==> src/rtl/lsu_pkg.sv <==
// Shared definitions for the load/store memory-request path: FSM states,
// RV32 funct3 size/sign encodings and the access legality check.
package lsu_pkg;

    typedef enum logic [1:0] {
        S_IDLE,
        S_REQ,
        S_WAIT,
        S_RESP
    } lsu_state_e;

    localparam logic [2:0] F3_B  = 3'b000;
    localparam logic [2:0] F3_H  = 3'b001;
    localparam logic [2:0] F3_W  = 3'b010;
    localparam logic [2:0] F3_BU = 3'b100;
    localparam logic [2:0] F3_HU = 3'b101;

    // True when the access must be rejected: misaligned, or funct3 undefined
    // for this direction (stores have no unsigned forms).
    function automatic logic access_bad(input logic       wen,
                                        input logic [2:0] funct3,
                                        input logic [1:0] offset);
        logic bad;
        case (funct3)
            F3_B:    bad = 1'b0;
            F3_H:    bad = offset[0];
            F3_W:    bad = (offset != 2'b00);
            F3_BU:   bad = wen;
            F3_HU:   bad = wen | offset[0];
            default: bad = 1'b1;
        endcase
        return bad;
    endfunction

endpackage

==> src/rtl/lsu_mem_req_if.sv <==
// Core-side request/response and memory-side request/completion signals of
// the load/store initiator; master is the initiator, slave is its environment.
interface lsu_mem_req_if #(
    parameter int XLEN = 32
);
    logic            req_valid;
    logic            req_ready;
    logic            req_wen;
    logic [2:0]      req_funct3;
    logic [XLEN-1:0] req_addr;
    logic [XLEN-1:0] req_wdata;

    logic            resp_valid;
    logic            resp_ready;
    logic [XLEN-1:0] resp_rdata;
    logic            resp_err;

    logic            mem_valid;
    logic            mem_ready;
    logic [XLEN-1:0] mem_raddr;
    logic            mem_wen;
    logic [XLEN-1:0] mem_waddr;
    logic [7:0]      mem_wmask;
    logic [XLEN-1:0] mem_wdata;
    logic            mem_rvalid;
    logic [XLEN-1:0] mem_rdata;

    modport master (
        input  req_valid, req_wen, req_funct3, req_addr, req_wdata,
        input  resp_ready, mem_ready, mem_rvalid, mem_rdata,
        output req_ready, resp_valid, resp_rdata, resp_err,
        output mem_valid, mem_raddr, mem_wen, mem_waddr, mem_wmask, mem_wdata
    );

    modport slave (
        output req_valid, req_wen, req_funct3, req_addr, req_wdata,
        output resp_ready, mem_ready, mem_rvalid, mem_rdata,
        input  req_ready, resp_valid, resp_rdata, resp_err,
        input  mem_valid, mem_raddr, mem_wen, mem_waddr, mem_wmask, mem_wdata
    );

endinterface

==> src/rtl/lsu_align.sv <==
// Byte-lane steering: store mask/data placement and load extraction with
// sign/zero extension. Purely combinational so other memory paths can reuse it.
module lsu_align
    import lsu_pkg::*;
#(
    parameter int XLEN = 32
) (
    input  logic [2:0]      funct3_i,
    input  logic [1:0]      offset_i,
    input  logic            wen_i,
    input  logic [XLEN-1:0] wdata_i,
    input  logic [XLEN-1:0] rdata_i,
    output logic [3:0]      wmask_o,
    output logic [XLEN-1:0] wdata_o,
    output logic [XLEN-1:0] rdata_o
);

    logic [XLEN-1:0] rshift;

    always_comb begin
        // NOTE: every output gets a default before the case so no path can infer a latch.
        wmask_o = 4'b0000;
        wdata_o = wdata_i;
        rdata_o = '0;
        rshift  = rdata_i >> {offset_i, 3'b000};

        // Replicating the low lanes places the data at every possible offset;
        // the mask selects which lanes are actually written.
        case (funct3_i[1:0])
            2'b00: begin
                wmask_o = 4'b0001 << offset_i;
                wdata_o = {(XLEN/8){wdata_i[7:0]}};
            end
            2'b01: begin
                wmask_o = 4'b0011 << offset_i;
                wdata_o = {(XLEN/16){wdata_i[15:0]}};
            end
            default: wmask_o = 4'b1111;
        endcase
        if (!wen_i) wmask_o = 4'b0000;

        case (funct3_i)
            F3_B:    rdata_o = {{(XLEN-8){rshift[7]}}, rshift[7:0]};
            F3_H:    rdata_o = {{(XLEN-16){rshift[15]}}, rshift[15:0]};
            F3_BU:   rdata_o = {{(XLEN-8){1'b0}}, rshift[7:0]};
            F3_HU:   rdata_o = {{(XLEN-16){1'b0}}, rshift[15:0]};
            default: rdata_o = rshift;
        endcase
    end

endmodule

==> src/rtl/lsu_mem_req.sv <==
// Load/store initiator: turns one core load/store into a word-aligned memory
// request, waits for completion (or timeout) and returns the response.
module lsu_mem_req
    import lsu_pkg::*;
#(
    parameter int          XLEN    = 32,
    parameter int unsigned TIMEOUT = 255
) (
    input logic          clk,
    input logic          rst_n,
    lsu_mem_req_if.master bus
);

    localparam int CW = (TIMEOUT > 1) ? $clog2(TIMEOUT + 1) : 1;

    lsu_state_e      state_q, state_d;
    logic            wen_q, wen_d;
    logic [2:0]      f3_q, f3_d;
    logic [XLEN-1:0] addr_q, addr_d;
    logic [XLEN-1:0] wdata_q, wdata_d;
    logic [XLEN-1:0] rdata_q, rdata_d;
    logic            err_q, err_d;
    logic [CW-1:0]   cnt_q, cnt_d;

    logic [3:0]      lane_mask;
    logic [XLEN-1:0] lane_wdata;
    logic [XLEN-1:0] load_data;
    logic [XLEN-1:0] load_word;
    logic [XLEN-1:0] word_addr;
    logic            timeout_hit;

    lsu_align #(.XLEN(XLEN)) u_align (
        .funct3_i (f3_q),
        .offset_i (addr_q[1:0]),
        .wen_i    (wen_q),
        .wdata_i  (wdata_q),
        .rdata_i  (bus.mem_rdata),
        .wmask_o  (lane_mask),
        .wdata_o  (lane_wdata),
        .rdata_o  (load_data)
    );

    assign word_addr   = {addr_q[XLEN-1:2], 2'b00};
    assign load_word   = wen_q ? '0 : load_data;
    assign timeout_hit = (TIMEOUT != 0) && (cnt_q == CW'(TIMEOUT - 1));

    always_comb begin
        state_d = state_q;
        wen_d   = wen_q;
        f3_d    = f3_q;
        addr_d  = addr_q;
        wdata_d = wdata_q;
        rdata_d = rdata_q;
        err_d   = err_q;
        cnt_d   = cnt_q;

        bus.req_ready  = 1'b0;
        bus.resp_valid = 1'b0;
        bus.resp_rdata = '0;
        bus.resp_err   = 1'b0;
        bus.mem_valid  = 1'b0;
        bus.mem_wen    = 1'b0;
        bus.mem_raddr  = '0;
        bus.mem_waddr  = '0;
        bus.mem_wmask  = 8'h00;
        bus.mem_wdata  = '0;

        case (state_q)
            S_IDLE: begin
                bus.req_ready = 1'b1;
                if (bus.req_valid) begin
                    wen_d   = bus.req_wen;
                    f3_d    = bus.req_funct3;
                    addr_d  = bus.req_addr;
                    wdata_d = bus.req_wdata;
                    rdata_d = '0;
                    cnt_d   = '0;
                    err_d   = access_bad(bus.req_wen, bus.req_funct3, bus.req_addr[1:0]);
                    state_d = err_d ? S_RESP : S_REQ;
                end
            end
            S_REQ: begin
                bus.mem_valid = 1'b1;
                bus.mem_wen   = wen_q;
                bus.mem_raddr = word_addr;
                bus.mem_waddr = word_addr;
                bus.mem_wmask = {4'b0000, lane_mask};
                bus.mem_wdata = wen_q ? lane_wdata : '0;
                if (bus.mem_ready) begin
                    // A zero-latency responder completes in the accept cycle.
                    if (bus.mem_rvalid) begin
                        rdata_d = load_word;
                        state_d = S_RESP;
                    end else begin
                        state_d = S_WAIT;
                    end
                end
            end
            S_WAIT: begin
                if (bus.mem_rvalid) begin
                    rdata_d = load_word;
                    cnt_d   = '0;
                    state_d = S_RESP;
                end else if (timeout_hit) begin
                    err_d   = 1'b1;
                    cnt_d   = '0;
                    state_d = S_RESP;
                end else if (TIMEOUT != 0) begin
                    cnt_d = cnt_q + 1'b1;
                end
            end
            S_RESP: begin
                bus.resp_valid = 1'b1;
                bus.resp_rdata = rdata_q;
                bus.resp_err   = err_q;
                if (bus.resp_ready) state_d = S_IDLE;
            end
            default: state_d = S_IDLE;
        endcase
    end

    always_ff @(posedge clk) begin
        // NOTE: sequential state uses non-blocking assignments; reset is synchronous, so it lives inside the clocked branch.
        if (!rst_n) begin
            state_q <= S_IDLE;
            wen_q   <= 1'b0;
            f3_q    <= 3'b000;
            addr_q  <= '0;
            wdata_q <= '0;
            rdata_q <= '0;
            err_q   <= 1'b0;
            cnt_q   <= '0;
        end else begin
            state_q <= state_d;
            wen_q   <= wen_d;
            f3_q    <= f3_d;
            addr_q  <= addr_d;
            wdata_q <= wdata_d;
            rdata_q <= rdata_d;
            err_q   <= err_d;
            cnt_q   <= cnt_d;
        end
    end

endmodule

==> src/flat_wrapper.sv <==
// flat-port wrapper written by rule: the top's interface ports become plain ports
module lsu_mem_req_flat import lsu_pkg::*;
#(
    parameter int          XLEN    = 32,
    parameter int unsigned TIMEOUT = 255
)
  (clk, rst_n, bus_req_valid, bus_req_wen, bus_req_funct3, bus_req_addr, bus_req_wdata, bus_resp_ready, bus_mem_ready, bus_mem_rvalid, bus_mem_rdata, bus_req_ready, bus_resp_valid, bus_resp_rdata, bus_resp_err, bus_mem_valid, bus_mem_raddr, bus_mem_wen, bus_mem_waddr, bus_mem_wmask, bus_mem_wdata);
  lsu_mem_req_if #(.XLEN(XLEN)) bus_i ();
  input logic clk;
  input logic rst_n;
  input wire logic [$bits(bus_i.req_valid)-1:0] bus_req_valid;
  input wire logic [$bits(bus_i.req_wen)-1:0] bus_req_wen;
  input wire logic [$bits(bus_i.req_funct3)-1:0] bus_req_funct3;
  input wire logic [$bits(bus_i.req_addr)-1:0] bus_req_addr;
  input wire logic [$bits(bus_i.req_wdata)-1:0] bus_req_wdata;
  input wire logic [$bits(bus_i.resp_ready)-1:0] bus_resp_ready;
  input wire logic [$bits(bus_i.mem_ready)-1:0] bus_mem_ready;
  input wire logic [$bits(bus_i.mem_rvalid)-1:0] bus_mem_rvalid;
  input wire logic [$bits(bus_i.mem_rdata)-1:0] bus_mem_rdata;
  output wire logic [$bits(bus_i.req_ready)-1:0] bus_req_ready;
  output wire logic [$bits(bus_i.resp_valid)-1:0] bus_resp_valid;
  output wire logic [$bits(bus_i.resp_rdata)-1:0] bus_resp_rdata;
  output wire logic [$bits(bus_i.resp_err)-1:0] bus_resp_err;
  output wire logic [$bits(bus_i.mem_valid)-1:0] bus_mem_valid;
  output wire logic [$bits(bus_i.mem_raddr)-1:0] bus_mem_raddr;
  output wire logic [$bits(bus_i.mem_wen)-1:0] bus_mem_wen;
  output wire logic [$bits(bus_i.mem_waddr)-1:0] bus_mem_waddr;
  output wire logic [$bits(bus_i.mem_wmask)-1:0] bus_mem_wmask;
  output wire logic [$bits(bus_i.mem_wdata)-1:0] bus_mem_wdata;
  assign bus_i.req_valid = bus_req_valid;
  assign bus_i.req_wen = bus_req_wen;
  assign bus_i.req_funct3 = bus_req_funct3;
  assign bus_i.req_addr = bus_req_addr;
  assign bus_i.req_wdata = bus_req_wdata;
  assign bus_i.resp_ready = bus_resp_ready;
  assign bus_i.mem_ready = bus_mem_ready;
  assign bus_i.mem_rvalid = bus_mem_rvalid;
  assign bus_i.mem_rdata = bus_mem_rdata;
  assign bus_req_ready = bus_i.req_ready;
  assign bus_resp_valid = bus_i.resp_valid;
  assign bus_resp_rdata = bus_i.resp_rdata;
  assign bus_resp_err = bus_i.resp_err;
  assign bus_mem_valid = bus_i.mem_valid;
  assign bus_mem_raddr = bus_i.mem_raddr;
  assign bus_mem_wen = bus_i.mem_wen;
  assign bus_mem_waddr = bus_i.mem_waddr;
  assign bus_mem_wmask = bus_i.mem_wmask;
  assign bus_mem_wdata = bus_i.mem_wdata;
  lsu_mem_req #(.XLEN(XLEN), .TIMEOUT(TIMEOUT)) u_core (.clk(clk), .rst_n(rst_n), .bus(bus_i));
endmodule
==> config.mk <==
export PLATFORM = sky130hd
export DESIGN_NAME = lsu_mem_req_flat
export DESIGN_NICKNAME = d
export VERILOG_FILES = /design/src/rtl/lsu_pkg.sv /design/src/rtl/lsu_mem_req_if.sv /design/src/rtl/lsu_align.sv /design/src/rtl/lsu_mem_req.sv /design/src/flat_wrapper.sv
export SDC_FILE = /design/constraint.sdc
export NUM_CORES = 1
export LEC_CHECK = 0
export CORE_MARGIN = 8
export CORE_UTILIZATION = 30
export CTS_CLUSTER_DIAMETER = 200
export DETAILED_ROUTE_END_ITERATION = 8
export PLACE_DENSITY = 0.56
export SLEW_MARGIN = 20
export SYNTH_ARGS = -nofsm -noshare
export SYNTH_HDL_FRONTEND = slang
export SYNTH_HIERARCHICAL = 1
export SYNTH_SLANG_ARGS = --single-unit
==> constraint.sdc <==
create_clock -name clk -period 3.4 [get_ports clk]
set_input_delay 0.68 -clock clk [delete_from_list [all_inputs] [get_ports clk]]
set_output_delay 0.68 -clock clk [all_outputs]
set_load 0.02 [all_outputs]
Yosys cells after proc, flatten, opt, wreduce, memory -nomap -nowiden
Index checks and enable logic that the tools add are counted.
- flip-flop bits (word level): 111
- input bits: 106
- output and inout bits: 141
- $add $sub $neg: 1
- equality and inequality tests: 18
- shift-type cells: 3
- muxes and demuxes: 38
- bitwise operators: 1
- reduce and logical (&&, ||, !) cells: 12
- operators with widths (kind ; number):
    2-to-1 mux 32 bit ; 8
    one-hot mux 32 bit (4 select lines) ; 1
    one-hot mux 32 bit (3 select lines) ; 1
    one-hot mux 32 bit (2 select lines) ; 1
    right shift 32 x 5 -> 32 bit ; 1
    2-to-1 mux 8 bit ; 3
    one-hot mux 8 bit (2 select lines) ; 1
    == test 3 bit (second input constant) ; 4
    2-to-1 mux 2 bit ; 6
    2-to-1 mux 1 bit ; 11
    adder 8 x 1 -> 8 bit (second input constant) ; 1
    == test 8 bit (second input constant) ; 1
    2-to-1 mux 4 bit ; 2
    inequality test 2 bit (second input constant) ; 4
    one-hot mux 2 bit (4 select lines) ; 1
    one-hot mux 4 bit (2 select lines) ; 1
    AND reduction 4 bit ; 2
    == test 3 x 1 -> 1 bit (second input constant) ; 2
    logical NOT 3 bit ; 2
    one-hot mux 1 bit (5 select lines) ; 1
    == test 2 x 1 -> 1 bit (second input constant) ; 2
    == test 2 bit (second input constant) ; 2
    logical NOT 2 bit ; 2
    AND reduction 2 bit ; 2
    other kinds (10) ; 11

Logic depth before layout (Yosys ltp)
Gate-level depths: netlist (run 1).
- depth after elaboration: 7
- mapped depth: 9
- mapped depth without buffers: 6

Cells and area by module
Netlist (run 1), hierarchy kept.
- modules (own cells, without submodules) (module ; times used ; cells an instance ; area an instance (um^2) ; seq. area each (um^2)):
    lsu_mem_req ; 1 ; 671 ; 5475.3 ; 2222.1
    lsu_align ; 1 ; 197 ; 1268.7 ; 0.0

Least setup slack after synthesis (run 1)
No wires, ideal clock.
- kind: register -> output
- from: reg u_core.state_q[1]
- to: out bus_mem_waddr[10]
- data arrival time: 1.696 ns
- data required time: 2.720 ns
- slack: 1.024 ns
- stages on the path, launching flop included: 7
- cells stage by stage: dfxtp_1 -> inv_1 -> ha_1 -> clkbuf_1 -> clkbuf_1 -> and2_1 -> buf_4
- word-level cells in the longest chain between the ends: 2
- RTL lines (item ; RTL line ; RTL):
    start, declared ; lsu_mem_req.sv:16 ; lsu_state_e state_q, state_d;
    start signal, assigned ; lsu_mem_req.sv:134 ; state_q <= state_d;
    == test 2 x 1 -> 1 bit ; -- ;
    2-to-1 mux 32 bit ; -- ;
    end, declared ; flat_wrapper.sv:27 ; output wire logic [$bits(bus_i.mem_waddr)-1:0] bus_mem_waddr;
No other way between the ends.

Final worst setup path (run 1)
- from: reg u_core.state_q[1]
- to: out bus_mem_raddr[9]
- word-level cells in the longest chain between the ends: 2
- RTL lines (item ; RTL line ; RTL):
    == test 2 x 1 -> 1 bit ; lsu_mem_req.sv:68 ; case (state_q)
    2-to-1 mux 32 bit ; lsu_mem_req.sv:68 ;
    end, declared ; flat_wrapper.sv:25 ; output wire logic [$bits(bus_i.mem_raddr)-1:0] bus_mem_raddr;
No other way between the ends.

==> parameters.txt, run 1 <==
Parameter                              Value

Power
  Worst supply voltage drop on vdd    0.313 mV
  Proportion of total power due to net switching    0.403
  Leakage power of the design    0.00346 uW
  Combinational group share of total power    0.428
  Clock network fraction of total power    0.222
  Switching pwr    2040 uW
  Sequential Power Share    0.351
  Total power divided by cell area    546 mW/mm^2
  Internal Pwr Total    3030 uW

Final layout
  Final design utilization    0.415
  Number of nets in the layout    1136
  Area grow syn2layout    37.7%
  Final Instance Count excl. Fillers    1315
  Layout cell share with drive strength beyond 1    0.0827

Detailed routing
  Routed via count divided by cell count    4.69
  Pre-antenna DRT Iters    4
  Final WL    22400 um
  Vias after detailed routing    6165
  Amount of wire on met3 after detailed routing    1030 um
  Iteration-0 DRC Markers    256
  Met2 wirelength from detailed routing    10800 um
  Max Used Layer    met5
  Post-detailed-route count of antenna-violating nets    0
  Drt drc    0
  Average wire per standard cell    17.0 um
  Metal1 wirelength    10300 um

Global routing
  Vias in the first global route    6061
  Largest net degree at the start of global routing    69
  Wire length of the first global-routing pass    35000 um
  Antenna violations before repair    4
  Aggregate global routing overflow    0
  GRT Overall Usage    0.157

STA
  Measured slew at the worst slew-check pin    0.728 ns
  Fmax achieved    325 MHz
  Fraction of the cycle the final worst path needs    0.906
  Worst slew margin relative to its limit    0.515
  Worst-case clock skew    0.00599 ns
  Crit path setup slack, layout    0.319 ns
  RSZ-0062 raised after global routing    false
  Final worst path period need    3.08 ns
  Max Transition Viols Final    0
  Number of endpoints with negative hold slack in the final report    0
  Summed negative setup slack over all endpoints    0 ns
  Hold_ws    0.446 ns
  Final setup vio count    0

Critical path
  Worst-path cell with the longest stage delay    clkdlybuf4s50_1
  Maximum single-stage delay on the critical path    0.62 ns
  Crit path cell chain    inv_1, ha_2, buf_12, and2_1, clkdlybuf4s50_1
  Critical Path Fanout Max    48
  Critical path class    reg -> out
  CP startpoint kind    flip-flop
  Arrival time at the worst endpoint    2.40 ns
  Worst Setup End Kind    output pin
  Required time reported for the critical path endpoint    2.72 ns

Clock tree
  CTS tree    done
  Number of hold-repair buffers added at the cts stage    0
  TritonCTS Sinks    111
  Buffer depth of the longest clock path    2
  Setup Fix Bufs, Post-CTS    0
  Buffer cell driving the clock tree root    clkbuf_16
  Number of gates given a new drive strength after cts    0
  CTS H-tree lvls    3
  Clock insertion delay at the later pin of the skew report    0.35 ns
  Clock slew seen by the registers of the worst setup and hold paths    0.08 ns
  Cts bufs inserted    9

Synthesis
  Count of different cell masters after synthesis    55
  Synth area leader    dfxtp_1
  Sequential share of the synthesized area    0.329
  Post-synth EDFFs    0
  Number of synthesized register bits    111
  Dominant synthesized flop cell    dfxtp_1
  Cells taking the most area after synthesis    dfxtp_1 (33%), nand2_1 (12%), a21boi_0 (7.9%), and2_1 (6.4%), buf_4 (5.5%)
  Syn_area_per_cell    7.77 sq um
  Async SR Flop Fraction    0
  Share of Yosys cell area claimed by the top area cell type    0.329
  Cell count after synthesis    868
  Ys Warns    6
  Netlist area before placement    0.00674 sq mm

Floorplan
  Count of boundary I/O pins    247
  Initial cell density of the core    0.302
  Standard-cell rows    55
  Area of the placeable core    0.0224 sq mm
  Chip height    166 um
  Die area    0.0275 sq mm
  Die X    166 um

Hold path
  Worst min-delay path class    reg -> reg

Placement
  Dpl ws    0.673 ns
  Buffers added on ports    238
  Weighted congestion reported at the end of routability-driven placement    0.793
  Dpl hpwl    16400 um
  Number of placed instances, taps included    1297

Run
  Max-Cap Viols    0

Run status
  Result of the run    finished clean
[worst paths after layout]
check                      from            endpoint  slack [ns]  cells after the start
max           u_core/state_q[1]    bus_mem_raddr[9]        0.32                      5
min          u_core/rdata_q[26]  u_core/rdata_q[26]        0.45                      2
max reg2reg   u_core/state_q[1]  u_core/rdata_q[21]        0.98                      7
min reg2reg  u_core/rdata_q[26]  u_core/rdata_q[26]        0.45                      2
[power groups by stage]
stage               sequential (uW)  combinational [uW]  clock, uW
finish                         1780                2170       1120
global route                   1820                2420       1210
CTS                            1780                2200       1170
detailed placement             1810                2190          0
global placement               1810                2190          0
floorplan                      1720                1660          0
[routing by layer]
metal	vias up	GRT usage
met2	135	0.264
met3	17	0.0359
li1	3153	-
met1	2856	0.197
met4	4	0.0478
met5	-	0
[per-stage QoR]
step	total power, uW	cell area, sq um
4_1_cts	5150	9280
2_1_floorplan	3390	6770
3_3_place_gp	4000	8970
5_1_grt	5450	9290
6_report	5070	9290
3_5_place_dp	4000	8970
[cells in the final DEF, fill, tap and decap left out, types with 3 or more instances in the layout]
cell             count
a2bb2oi_1            7
nor2_1              18
ha_1                 6
nor3_1               3
a21boi_0            71
mux2_2              18
dfxtp_1            111
and2_1              68
inv_1                6
nand2_2             11
and3_1              33
a21boi_2            10
a21boi_1            20
mux2i_1             16
a21oi_1             16
nor2b_1             13
buf_4               12
nor4_1               3
nand3_1             50
clkbuf_16            9
o21a_1               3
xor2_1               4
nand2_1            212
clkdlybuf4s50_1    237
o21ai_0             10
buf_12               3
a211oi_1            11
conb_1               8
[sequential cells by signal (all words and copies together) (netlist names)]
register,count
u_core/err_q,1
u_core/addr_q,32
u_core/wdata_q,32
u_core/wen_q,1
u_core/f3_q,3
u_core/cnt_q,8
u_core/rdata_q,32
u_core/state_q,2
[synthesized netlist by cell type (all sizes together), types with 2 or more instances]
| library cell | number |
|---|---|
| a211oi | 11 |
| a21boi | 101 |
| a21oi | 16 |
| a221oi | 2 |
| a2bb2oi | 7 |
| and2 | 69 |
| and3 | 33 |
| buf | 72 |
| clkbuf | 44 |
| dfxtp | 111 |
| ha | 7 |
| inv | 6 |
| mux2 | 19 |
| mux2i | 16 |
| nand2 | 223 |
| nand3 | 50 |
| nand4 | 2 |
| nor2 | 19 |
| nor2b | 16 |
| nor3 | 3 |
| nor4 | 4 |
| o21a | 3 |
| o21ai | 11 |
| xnor2 | 2 |
| xor2 | 4 |
[layout make-up]
cell class	count	area, sq um
timing repair buffer	253	2530
clock inverter	5	65.1
antenna	2	5.00
inverter	6	22.5
fill	2301	13100
multi-input combinational	642	3840
tap	285	357
sequential	111	2220
clock buffer	11	243
[cells by family (layout without fill, tap and decap cells)]
group	count (synthesis)	in the layout	synth area share
flip-flops	111	111	0.329
buffers and inverters	122	275	0.106
other	1	10	0.000556
AO/OA/AOI/OAI	159	159	0.180
XOR/XNOR	6	6	0.00779
multiplexers	35	35	0.0560
AND/OR/NAND/NOR	427	427	0.307
adder cells (fa/ha/maj)	7	7	0.0130
[worst max-delay path: cells and delay by family, from the launching register on]
family                     cells  cell delay, ns
buffers and inverters          3            0.99
adders and majority gates      1            0.46
DFF                            1            0.37
and+or+nand+nor                1            0.21
Power figures use the tool's default switching activity.
==> inputs of run 2 (changes only) <==
--- a/config.mk
+++ b/config.mk
@@ -10,6 +10,7 @@
 export CTS_CLUSTER_DIAMETER = 200
 export DETAILED_ROUTE_END_ITERATION = 8
 export PLACE_DENSITY = 0.56
+export SETUP_SLACK_MARGIN = 0.05
 export SLEW_MARGIN = 20
 export SYNTH_ARGS = -nofsm -noshare
 export SYNTH_HDL_FRONTEND = slang
==> results of run 2 <==
Final layout, timing and power as in run 1 (identical DEF).
==> inputs of run 3 (changes only) <==
--- a/config.mk
+++ b/config.mk
@@ -9,8 +9,8 @@
 export CORE_UTILIZATION = 30
 export CTS_CLUSTER_DIAMETER = 200
 export DETAILED_ROUTE_END_ITERATION = 8
-export PLACE_DENSITY = 0.56
-export SETUP_SLACK_MARGIN = 0.05
+export DONT_BUFFER_PORTS = 1
+export PLACE_DENSITY = 0.42
 export SLEW_MARGIN = 20
 export SYNTH_ARGS = -nofsm -noshare
 export SYNTH_HDL_FRONTEND = slang
==> run 3 against run 2 <==
Against the previous run: critical path type unchanged; core utilization fell by 11 points; cell count fell by 19%; global-route usage fell by 0.85 points; first-iteration DRC count rose by 6.6%; count of clock-buffer cells in the layout fell by 2; sequential cell count did not move.
==> parameters.txt, run 3 (same netlist as run 1, synthesis figures left out) <==
Parameter                              Value

Floorplan
  Chip height    166 um (unchanged)
  Die X    166 um (unchanged)
  Initial cell density of the core    0.302 (unchanged)
  Die area    0.0275 sq mm (unchanged)
  Standard-cell rows    55 (unchanged)
  Area of the placeable core    0.0224 sq mm (unchanged)
  Count of boundary I/O pins    247 (unchanged)

STA
  Measured slew at the worst slew-check pin    0.756 ns (+0.0282 ns)
  Fraction of the cycle the final worst path needs    0.795 (-0.112)
  Final worst path period need    2.70 ns (-0.379 ns)
  Crit path setup slack, layout    0.698 ns (+0.379 ns)
  Max Transition Viols Final    0 (unchanged)
  Number of endpoints with negative hold slack in the final report    0 (unchanged)
  Worst-case clock skew    0.00878 ns (+0.00279 ns)
  Summed negative setup slack over all endpoints    0 ns (unchanged)
  Worst slew margin relative to its limit    0.496 (-0.0188)
  Fmax achieved    370 MHz (+14%)
  RSZ-0062 raised after global routing    false
  Final setup vio count    0 (unchanged)

Critical path
  CP startpoint kind    flip-flop
  Worst Setup End Kind    output pin
  Required time reported for the critical path endpoint    2.72 ns (about the same)
  Setup crit start    u_core/state_q[1]
  Critical Path Fanout Max    70 (+46%)
  Crit path cell chain    inv_1, ha_4, and2_1
  Arrival time at the worst endpoint    2.02 ns (-0.38 ns)
  R2r setup slk    1.05 ns (+0.07 ns)
  FF-to-FF Start    u_core/state_q[1]
  Worst-path cell with the longest stage delay    ha_4
  Critical path class    reg -> out
  Maximum single-stage delay on the critical path    0.58 ns (-0.04 ns)

Placement
  Buffers added on ports    0 (-100%)
  Dpl hpwl    14800 um (-10%)
  Dpl ws    1.03 ns (+0.357 ns)
  Weighted congestion reported at the end of routability-driven placement    0.780 (-1.7%)

Global routing
  Wire length of the first global-routing pass    32800 um (-6.3%)
  Vias in the first global route    5385 (-11%)
  Aggregate global routing overflow    0 (unchanged)
  Antenna violations before repair    0 (-4)
  GRT Overall Usage    0.149 (-0.00855)
  Largest net degree at the start of global routing    105 (+52%)

Power
  Switching pwr    2050 uW (+0.16%)
  Internal Pwr Total    2690 uW (-11%)
  Leakage power of the design    0.00257 uW (-26%)
  Sequential Power Share    0.374 (+0.023)
  Combinational group share of total power    0.397 (-0.031)
  Clock network fraction of total power    0.229 (+0.007)
  Proportion of total power due to net switching    0.432 (+0.0290)
  Worst supply voltage drop on vdd    0.285 mV (-9.0%)
  Total power divided by cell area    691 mW/mm^2 (+27%)

Clock tree
  TritonCTS Sinks    111 (unchanged)
  Clock insertion delay at the later pin of the skew report    0.35 ns (about the same)
  Buffer cell driving the clock tree root    clkbuf_16
  CTS tree    done
  Setup Fix Bufs, Post-CTS    0 (unchanged)
  Number of gates given a new drive strength after cts    0 (unchanged)
  CTS H-tree lvls    3 (unchanged)
  Number of hold-repair buffers added at the cts stage    0 (unchanged)
  Cts bufs inserted    9 (unchanged)
  Clock slew seen by the registers of the worst setup and hold paths    0.08 ns (about the same)
  Buffer depth of the longest clock path    2 (unchanged)

Final layout
  Multi-input logic area    0.00385 sq mm (+0.26%)
  Most used cells in the layout excluding fill and tap cells    nand2_1 (212), dfxtp_1 (111), a21boi_0 (71)
  Number of nets in the layout    893 (-21%)
  Area grow syn2layout    1.71%
  Number of diodes added for antenna fixing    0 (-2)
  Count of filler cells inserted in the layout    2418 (+5.1%)
  Sequential cell area    0.00222 sq mm (unchanged)
  Layout cell share with drive strength beyond 1    0.102 (+0.0192)
  Top Registers    u_core/addr_q x32, u_core/rdata_q x32, u_core/wdata_q x32
  Most common library cell in the layout ignoring fill and taps    nand2_1

Detailed routing
  Post-detailed-route count of antenna-violating nets    0 (unchanged)
  Iteration-0 DRC Markers    273 (+6.6%)
  Final WL    21100 um (-6.0%)
  Average wire per standard cell    19.7 um (+15%)
  Routed via count divided by cell count    4.95 (+5.7%)
  Pre-antenna DRT Iters    4 (unchanged)
  Vias after detailed routing    5301 (-14%)
  Drt drc    0 (unchanged)

Run status
  Result of the run    finished clean

Hold path
  Critical hold path startpoint    u_core/rdata_q[9]
  Worst min-delay path class    reg -> reg

Run
  Max-Cap Viols    0 (unchanged)
-- run 3: cell types whose count changed in the layout (fill, tap and decap cells not counted), moves of 2 or more --
cell,change
inv_6,-2
clkinv_8,+2
diode_2,-2
buf_4,-4
clkdlybuf4s50_1,-237
-- run 3: final cells by class --
class / count / share of cell area
Timing Repair Buffer: 10 / 0.0146
Clock buffer: 9 / 0.0328
Clock inverter: 7 / 0.0113
Inverter: 6 / 0.00328
Tap cell: 285 / 0.0520
Sequential cell: 111 / 0.324
Multi-Input combinational cell: 642 / 0.562
-- run 3: through the flow --
step	util	instances	area, sq um	total power (uW)	hold slack, ns
floorplan	-	875	6770	3390	0.426
global placement	0.293	1054	6550	3700	0.433
detailed placement	0.293	1054	6560	3710	0.440
CTS	0.307	1070	6860	4840	0.435
global route	0.307	1070	6860	5130	0.426
finish	0.307	1070	6860	4740	0.448
-- run 3: worst paths after layout --
| kind | cells after the start | end |
|---|---|---|
| worst max-delay path | 3 | bus_mem_waddr[31] |
| worst min-delay path | 2 | u_core/rdata_q[9] |
| worst max register to register | 6 | u_core/rdata_q[0] |
| worst min register to register | 2 | u_core/rdata_q[9] |
-- run 3: worst max-delay path: cells and delay by family, from the launching register on --
| family | cells | cell delay [ns] |
|---|---|---|
| AND/OR/NAND/NOR | 1 | 0.48 |
| adder cells (fa/ha/maj) | 1 | 0.58 |
| flip-flops | 1 | 0.37 |
| buffers and inverters | 1 | 0.16 |
-- run 3: power groups by stage --
stage / Combinational, uW / Sequential (uW) / Clock, uW
global placement: 1900 / 1810 / 0
floorplan: 1660 / 1720 / 0
detailed placement: 1910 / 1810 / 0
finish: 1880 / 1770 / 1080
CTS: 1920 / 1780 / 1140
global route: 2120 / 1810 / 1200
-- run 3: routing by layer --
| metal | GRT usage | wire length, um | vias up | share of wire |
|---|---|---|---|---|
| met2 | 0.237 | 9580 | 165 | 0.45 |
| met4 | 0.0474 | 399 | 0 | 0.019 |
| met1 | 0.187 | 9610 | 2453 | 0.46 |
| met3 | 0.0497 | 1470 | 19 | 0.070 |
| li1 | - | - | 2664 | - |
| met5 | 0 | 0 | - | 0 |
